**src/rtl/serial_rx_packet_ctrl_pkg.sv**
```systemverilog
// Shared types for the serial packet controller: FSM states, error codes and
// the default SYNC header value.
package serial_pkt_pkg;

  typedef enum logic [2:0] {
    ST_IDLE,
    ST_WAIT_SYNC,
    ST_WAIT_LEN,
    ST_WAIT_PAYLOAD,
    ST_WAIT_CHECKSUM,
    ST_DELIVER,
    ST_ERROR
  } t_pkt_state;

  typedef enum logic [1:0] {
    ERR_NONE     = 2'd0,
    ERR_LEN      = 2'd1,
    ERR_CHECKSUM = 2'd2,
    ERR_TIMEOUT  = 2'd3
  } t_pkt_err;

  localparam logic [7:0] DEFAULT_SYNC_WORD = 8'hA5;

endpackage

```
**src/rtl/serial_rx_packet_ctrl_buffer.sv**
```systemverilog
// Payload buffer: DEPTH x BITS register file, synchronous write, asynchronous
// read, cleared by reset.
module pkt_buffer #(
  parameter int BITS  = 8,
  parameter int DEPTH = 16,
  parameter int AW    = 4
) (
  input  logic            clk_i,
  input  logic            rst_i,
  input  logic            wr_en_i,
  input  logic [AW-1:0]   wr_addr_i,
  input  logic [BITS-1:0] wr_data_i,
  input  logic [AW-1:0]   rd_addr_i,
  output logic [BITS-1:0] rd_data_o
);

  logic [BITS-1:0] mem_q [DEPTH];

  always_ff @(posedge clk_i or posedge rst_i) begin
    if (rst_i) begin
      for (int i = 0; i < DEPTH; i++) mem_q[i] <= '0;
    end else if (wr_en_i && (int'(wr_addr_i) < DEPTH)) begin
      mem_q[wr_addr_i] <= wr_data_i;
    end
  end

  // Addresses beyond DEPTH (non power-of-two depths) read as zero.
  assign rd_data_o = (int'(rd_addr_i) < DEPTH) ? mem_q[rd_addr_i] : '0;

endmodule

```
**src/rtl/serial_rx_packet_ctrl.sv**
```systemverilog
// Packet framing controller behind the serial receiver: SYNC / LEN / payload /
// checksum, buffered payload delivered through a valid/ack handshake.
module serial_rx_packet_ctrl
  import serial_pkt_pkg::*;
#(
  parameter int              BITS           = 8,
  parameter int              MAX_LEN        = 16,
  parameter logic [BITS-1:0] SYNC_WORD      = BITS'(DEFAULT_SYNC_WORD),
  parameter int              TIMEOUT_CYCLES = 1024,
  localparam int             LW             = $clog2(MAX_LEN + 1),
  localparam int             AW             = (MAX_LEN > 1) ? $clog2(MAX_LEN) : 1,
  localparam int             TW             = $clog2(TIMEOUT_CYCLES + 1)
) (
  input  logic            serial_clk,
  input  logic            in_rst,
  input  logic            in_enable,
  output logic            out_rx_enable,
  input  logic            in_rx_ready,
  input  logic            in_rx_next_word,
  input  logic [BITS-1:0] in_rx_data,
  output logic            out_busy,
  output logic            out_pkt_valid,
  output logic [LW-1:0]   out_pkt_len,
  input  logic [AW-1:0]   in_rd_addr,
  output logic [BITS-1:0] out_rd_data,
  input  logic            in_pkt_ack,
  output logic            out_error,
  output logic [1:0]      out_err_code
);

  t_pkt_state      state_q;
  t_pkt_err        err_q;
  logic            pending_q;
  logic [LW-1:0]   idx_q;
  logic [LW-1:0]   len_q;
  logic [LW-1:0]   pkt_len_q;
  logic [BITS-1:0] acc_q;
  logic [TW-1:0]   cnt_q;
  logic            rx_en_q;
  logic            valid_q;
  logic            error_q;

  logic [BITS-1:0] acc_d;
  logic            len_bad;
  logic            last_word;
  logic            timeout_hit;
  logic            buf_wr_en;

  assign acc_d     = acc_q + in_rx_data;
  assign len_bad   = (in_rx_data == '0) || (int'(in_rx_data) > MAX_LEN);
  assign last_word = (idx_q == len_q - 1'b1);
  // A strobe in flight takes precedence over an expiring timeout.
  assign timeout_hit = (cnt_q >= TW'(TIMEOUT_CYCLES - 1)) && !in_rx_next_word;
  assign buf_wr_en   = pending_q && in_enable && (state_q == ST_WAIT_PAYLOAD);

  pkt_buffer #(
    .BITS  (BITS),
    .DEPTH (MAX_LEN),
    .AW    (AW)
  ) u_buffer (
    .clk_i     (serial_clk),
    .rst_i     (in_rst),
    .wr_en_i   (buf_wr_en),
    .wr_addr_i (AW'(idx_q)),
    .wr_data_i (in_rx_data),
    .rd_addr_i (in_rd_addr),
    .rd_data_o (out_rd_data)
  );

  // pending_q marks that the receiver strobed last cycle; in_rx_data is
  // only complete one edge after the strobe, so the word is consumed then.
  always_ff @(posedge serial_clk or posedge in_rst) begin
    if (in_rst) begin
      state_q   <= ST_IDLE;
      err_q     <= ERR_NONE;
      pending_q <= 1'b0;
      idx_q     <= '0;
      len_q     <= '0;
      pkt_len_q <= '0;
      acc_q     <= '0;
      cnt_q     <= '0;
      rx_en_q   <= 1'b0;
      valid_q   <= 1'b0;
      error_q   <= 1'b0;
    end else begin
      error_q <= 1'b0;
      if (state_q != ST_DELIVER && !in_enable) begin
        state_q   <= ST_IDLE;
        pending_q <= 1'b0;
        cnt_q     <= '0;
        rx_en_q   <= 1'b0;
      end else begin
        rx_en_q   <= in_enable;
        pending_q <= in_rx_next_word;
        case (state_q)
          ST_IDLE: state_q <= ST_WAIT_SYNC;
          ST_WAIT_SYNC: begin
            if (pending_q && in_rx_data == SYNC_WORD) begin
              state_q <= ST_WAIT_LEN;
              idx_q   <= '0;
              acc_q   <= '0;
              cnt_q   <= '0;
            end
          end
          ST_WAIT_LEN, ST_WAIT_PAYLOAD, ST_WAIT_CHECKSUM: begin
            if (pending_q) begin
              cnt_q <= '0;
              if (state_q == ST_WAIT_LEN) begin
                if (len_bad) begin
                  state_q <= ST_ERROR;
                  err_q   <= ERR_LEN;
                  error_q <= 1'b1;
                end else begin
                  len_q   <= LW'(in_rx_data);
                  acc_q   <= in_rx_data;
                  idx_q   <= '0;
                  state_q <= ST_WAIT_PAYLOAD;
                end
              end else if (state_q == ST_WAIT_PAYLOAD) begin
                acc_q <= acc_d;
                idx_q <= idx_q + 1'b1;
                if (last_word) state_q <= ST_WAIT_CHECKSUM;
              end else if (in_rx_data == acc_q) begin
                state_q   <= ST_DELIVER;
                valid_q   <= 1'b1;
                pkt_len_q <= len_q;
                err_q     <= ERR_NONE;
                rx_en_q   <= 1'b0;
                pending_q <= 1'b0;
              end else begin
                state_q <= ST_ERROR;
                err_q   <= ERR_CHECKSUM;
                error_q <= 1'b1;
              end
            end else if (timeout_hit) begin
              state_q <= ST_ERROR;
              err_q   <= ERR_TIMEOUT;
              error_q <= 1'b1;
              cnt_q   <= '0;
            end else begin
              cnt_q <= cnt_q + 1'b1;
            end
          end
          ST_DELIVER: begin
            pending_q <= 1'b0;
            rx_en_q   <= 1'b0;
            if (in_pkt_ack && valid_q) begin
              valid_q <= 1'b0;
              rx_en_q <= in_enable;
              state_q <= in_enable ? ST_WAIT_SYNC : ST_IDLE;
            end
          end
          ST_ERROR: state_q <= ST_WAIT_SYNC;
          default:  state_q <= ST_IDLE;
        endcase
      end
    end
  end

  assign out_rx_enable = rx_en_q;
  assign out_pkt_valid = valid_q;
  assign out_pkt_len   = pkt_len_q;
  assign out_error     = error_q;
  assign out_err_code  = err_q;
  assign out_busy      = !(state_q inside {ST_IDLE, ST_WAIT_SYNC, ST_DELIVER}) || !in_rx_ready;

endmodule

```
**config.mk**
```make
export PLATFORM = sky130hd
export DESIGN_NAME = serial_rx_packet_ctrl
export DESIGN_NICKNAME = d
export VERILOG_FILES = /design/src/rtl/serial_rx_packet_ctrl_pkg.sv /design/src/rtl/serial_rx_packet_ctrl_buffer.sv /design/src/rtl/serial_rx_packet_ctrl.sv
export SDC_FILE = /design/constraint.sdc
export NUM_CORES = 1
export LEC_CHECK = 0
export CORE_ASPECT_RATIO = 1.2
export CORE_MARGIN = 2
export CORE_UTILIZATION = 50
export CTS_CLUSTER_SIZE = 14
export DETAILED_ROUTE_END_ITERATION = 16
export PLACE_DENSITY = 0.82
export SYNTH_ARGS = -nofsm -noshare
export SYNTH_HDL_FRONTEND = slang
export SYNTH_SLANG_ARGS = --single-unit
```
**constraint.sdc**
```tcl
create_clock -name serial_clk -period 6.25 [get_ports serial_clk]
set_input_delay 1.25 -clock serial_clk [delete_from_list [all_inputs] [get_ports serial_clk]]
set_output_delay 1.25 -clock serial_clk [all_outputs]
set_load 0.005 [all_outputs]
```
==> results.yml <==
placement:
  hpwl_mm: 12.8
  dp_slack_ns: 1.34
  gp_congestion: 0.854
  io_buffers: 36
  place_area_mm2: 0.00898
clock_network:
  clockBufferDepth: 2
  post_cts_buffers: 0
  h-tree-depth: 4
  clkTransAtPathRegs_ns: 0.07
  cts.repair.resized: 0
  root_buffer: "clkbuf_16"
  cts_hold_buf: 0
  cts_tree: "done"
  cts.sinks: 171
  numCtsBuffers: 17
  clock_latency_ns: 0.43
worst_setup_path:
  arrival_ns: 3.62
  path_cells: "buf_2, mux4_2, mux4_2, clkdlybuf4s50_1"
  cp_slowest_stage_delay_ns: 0.77
  timing.critical_path.mode_cell: "mux4_2"
  path_buf_inv: 2
  worstSetupEndpoint: "out_rd_data[5]"
  crit_type: "input port to output pin"
  cp.required_ns: 5.00
  r2r-start: "state_q[0]$_DFFE_PP0P_"
  end_kind: "output pin"
  setup.worst_path.start: "in_rd_addr[0]"
  r2r_slack_ns: 3.35
  crit_cells: 4
  cp_slowest_cell: "buf_2"
  worstRegToRegCells: 5
  startpoint_type: "input port"
  crit_fanout: 32
  r2r_end: "u_buffer.mem_q[27]$_DFFE_PP0P_"
  cpLargestDelayFamily: "buffers and inverters"
floorplan:
  die_h_um: 147
  ioPinCount: 37
  die_w_um: 123
  initial_core_util_pct: 50.9
  dieArea_mm2: 0.0181
  num_rows: 52
  core_area_mm2: 0.0168
pwr:
  total_leakage_power_nw: 4.42
  seq_power_share_pct: 44.0
  vdd_drop_max_mv: 0.214
  switching_share_pct: 30.5
  p_clk_share_pct: 36.0
  pwr-share-comb_pct: 20.0
  p_switching_uw: 914
  p_int_mw: 2.09
  p_per_area_mw_per_mm2: 313
cells_and_area:
  final_cell_mix: "dfrtp_1, mux2_2, o21ai_0"
  num-fill-cells: 1271
  utilization_pct: 57.1
  final_area_mm2: 0.00959
  nNetsFinal: 716
  antenna_cells: 0
  drive_gt1_share_pct: 30.1
  final_common_cell: "dfrtp_1"
  syn2layout_area_growth_pct: 12.2
timing:
  period_share_pct: 77.9
  max_freq_mhz: 205
  slew_violations: 0
  grt_setup_unrepaired: "false"
  hold_slack_ns: 0.486
  layout_setup_ws_ns: 1.38
  finClkSkew_ns: 0.00971
  finalSetupViolCount: 0
  finalHoldViolations: 0
  tns_ns: 0
  worstMarginPinSlew_ns: 1.11
  max-slew-margin-rel_pct: 25.5
  period_needed_ns: 4.87
yosys:
  synth-seq-area-share_pct: 50.1
  ys_ff_latch: 171
  syn_inst: 669
  syn_nets: 701
  yosys_warnings: 0
  ys_async_sr_fraction_pct: 100
  synth_cell_type_count: 60
  synthFlopType: "dfrtp_1"
  synthesis.area_mm2: 0.00854
  synth-edff-count: 0
  avgSynthCellArea_um2: 12.8
route:
  first_pass_iters: 5
  viasPerCell: 6.29
  drc: 0
  wl_per_cell_um: 21.2
  wirelength_mm: 19.3
  vias: 5742
  drt-initial-drc-count: 511
  drtAntennaViolNets: 0
hold_path:
  hold_path.class: "flop to flop"
grt:
  overflow: 0
  antenna_found_initial: 0
  grt_max_degree: 96
  grtUsageTotal_pct: 22.5
  grt_pass1_vias: 5982
  grt_pass1_wl_mm: 31.3
status:
  status: "complete, no violations"
run:
  cap_violations: 0
-- cell usage after synthesis (3+ instances only) --
master | n | share of area, %
nor3_1 | 4 | 0.23
clkbuf_1 | 23 | 1.0
nand2_1 | 54 | 2.4
a31oi_1 | 6 | 0.44
buf_2 | 9 | 0.53
mux2i_1 | 4 | 0.47
o21ai_0 | 56 | 3.3
nor2_1 | 24 | 1.1
nand4_1 | 7 | 0.51
nor2b_1 | 7 | 0.51
a21o_1 | 3 | 0.26
mux2_2 | 120 | 16
nand3_1 | 19 | 1.1
mux4_2 | 40 | 11
a22o_1 | 3 | 0.31
a21oi_1 | 16 | 0.94
xnor2_1 | 9 | 0.92
xor2_1 | 3 | 0.31
buf_1 | 6 | 0.26
inv_1 | 11 | 0.48
o21a_1 | 4 | 0.35
or3_1 | 3 | 0.22
ha_1 | 13 | 1.9
buf_6 | 4 | 0.53
nand2b_1 | 4 | 0.29
dfrtp_1 | 171 | 50
and3_1 | 4 | 0.29
-- sequential cells by signal (all words and copies together), names as in the netlist --
name,flops
pending_q,1
out_err_code,2
acc_q,8
out_error,1
idx_q,5
u_buffer.mem_q,128
out_pkt_len,5
len_q,5
out_pkt_valid,1
cnt_q,11
out_rx_enable,1
state_q,3
-- metrics by stage --
stage,instances,total power [mW]
4_1_cts,913,3.00
6_report,913,3.00
3_3_place_gp,881,1.88
5_1_grt,913,3.13
3_5_place_dp,881,1.93
2_1_floorplan,669,1.77
-- worst register-to-register path, stage by stage, from the launching register on --
cell	delay [ns]
dfrtp_1	0.91
nand2_1	0.28
nor2_1	0.16
buf_4	0.28
nand4_1	0.64
mux2_2	0.53
-- kinds of logic after synthesis --
logic type / share of synthesized area [%]
AND/OR/NAND/NOR: 7.98
flip-flops: 50.1
multiplexers: 27.0
adder cells (fa/ha/maj): 2.14
buffers and inverters: 2.90
AO/OA/AOI/OAI: 8.64
XOR/XNOR: 1.23
-- per-layer routing --
layer / vias to the layer above / global-route usage [%] / part of all wire, %
met2: 199 / 37.3 / 51
met4: 0 / 9.94 / 2.9
met1: 2985 / 27.9 / 41
met5: - / 0 / 0
li1: 2516 / - / -
met3: 42 / 5.16 / 4.6
-- worst min-delay path by stage --
| stage | slack (ns) | endpoint | startpoint | cells after the start |
|---|---|---|---|---|
| after floorplan | 0.44 | acc_q[5]$_DFFE_PP0P_ | acc_q[5]$_DFFE_PP0P_ | 2 |
| after global placement | 0.46 | u_buffer.mem_q[89]$_DFFE_PP0P_ | u_buffer.mem_q[89]$_DFFE_PP0P_ | 2 |
| after detailed placement | 0.47 | u_buffer.mem_q[105]$_DFFE_PP0P_ | u_buffer.mem_q[105]$_DFFE_PP0P_ | 2 |
| after CTS | 0.49 | u_buffer.mem_q[105]$_DFFE_PP0P_ | u_buffer.mem_q[105]$_DFFE_PP0P_ | 2 |
| after global routing | 0.50 | u_buffer.mem_q[1]$_DFFE_PP0P_ | u_buffer.mem_q[1]$_DFFE_PP0P_ | 2 |
| final | 0.49 | u_buffer.mem_q[105]$_DFFE_PP0P_ | u_buffer.mem_q[105]$_DFFE_PP0P_ | 2 |
-- final cells by class --
class	instances	area, um2	area share, %
Clock buffer	17	425	4.44
Multi-Input combinational cell	444	4010	41.9
Timing Repair Buffer	39	373	3.89
Sequential cell	171	4280	44.6
Tap cell	216	270	2.82
Inverter	11	46.3	0.483
Clock inverter	15	178	1.85
-- power by group through the flow --
stage	Combinational [mW]	Sequential (mW)	Clock, mW
after floorplan	0.487	1.28	0
after global placement	0.556	1.33	0
after detailed placement	0.590	1.34	0
after CTS	0.596	1.32	1.09
after global routing	0.658	1.34	1.14
final	0.600	1.32	1.08
Note: power is estimated with default switching activity, not from simulation.
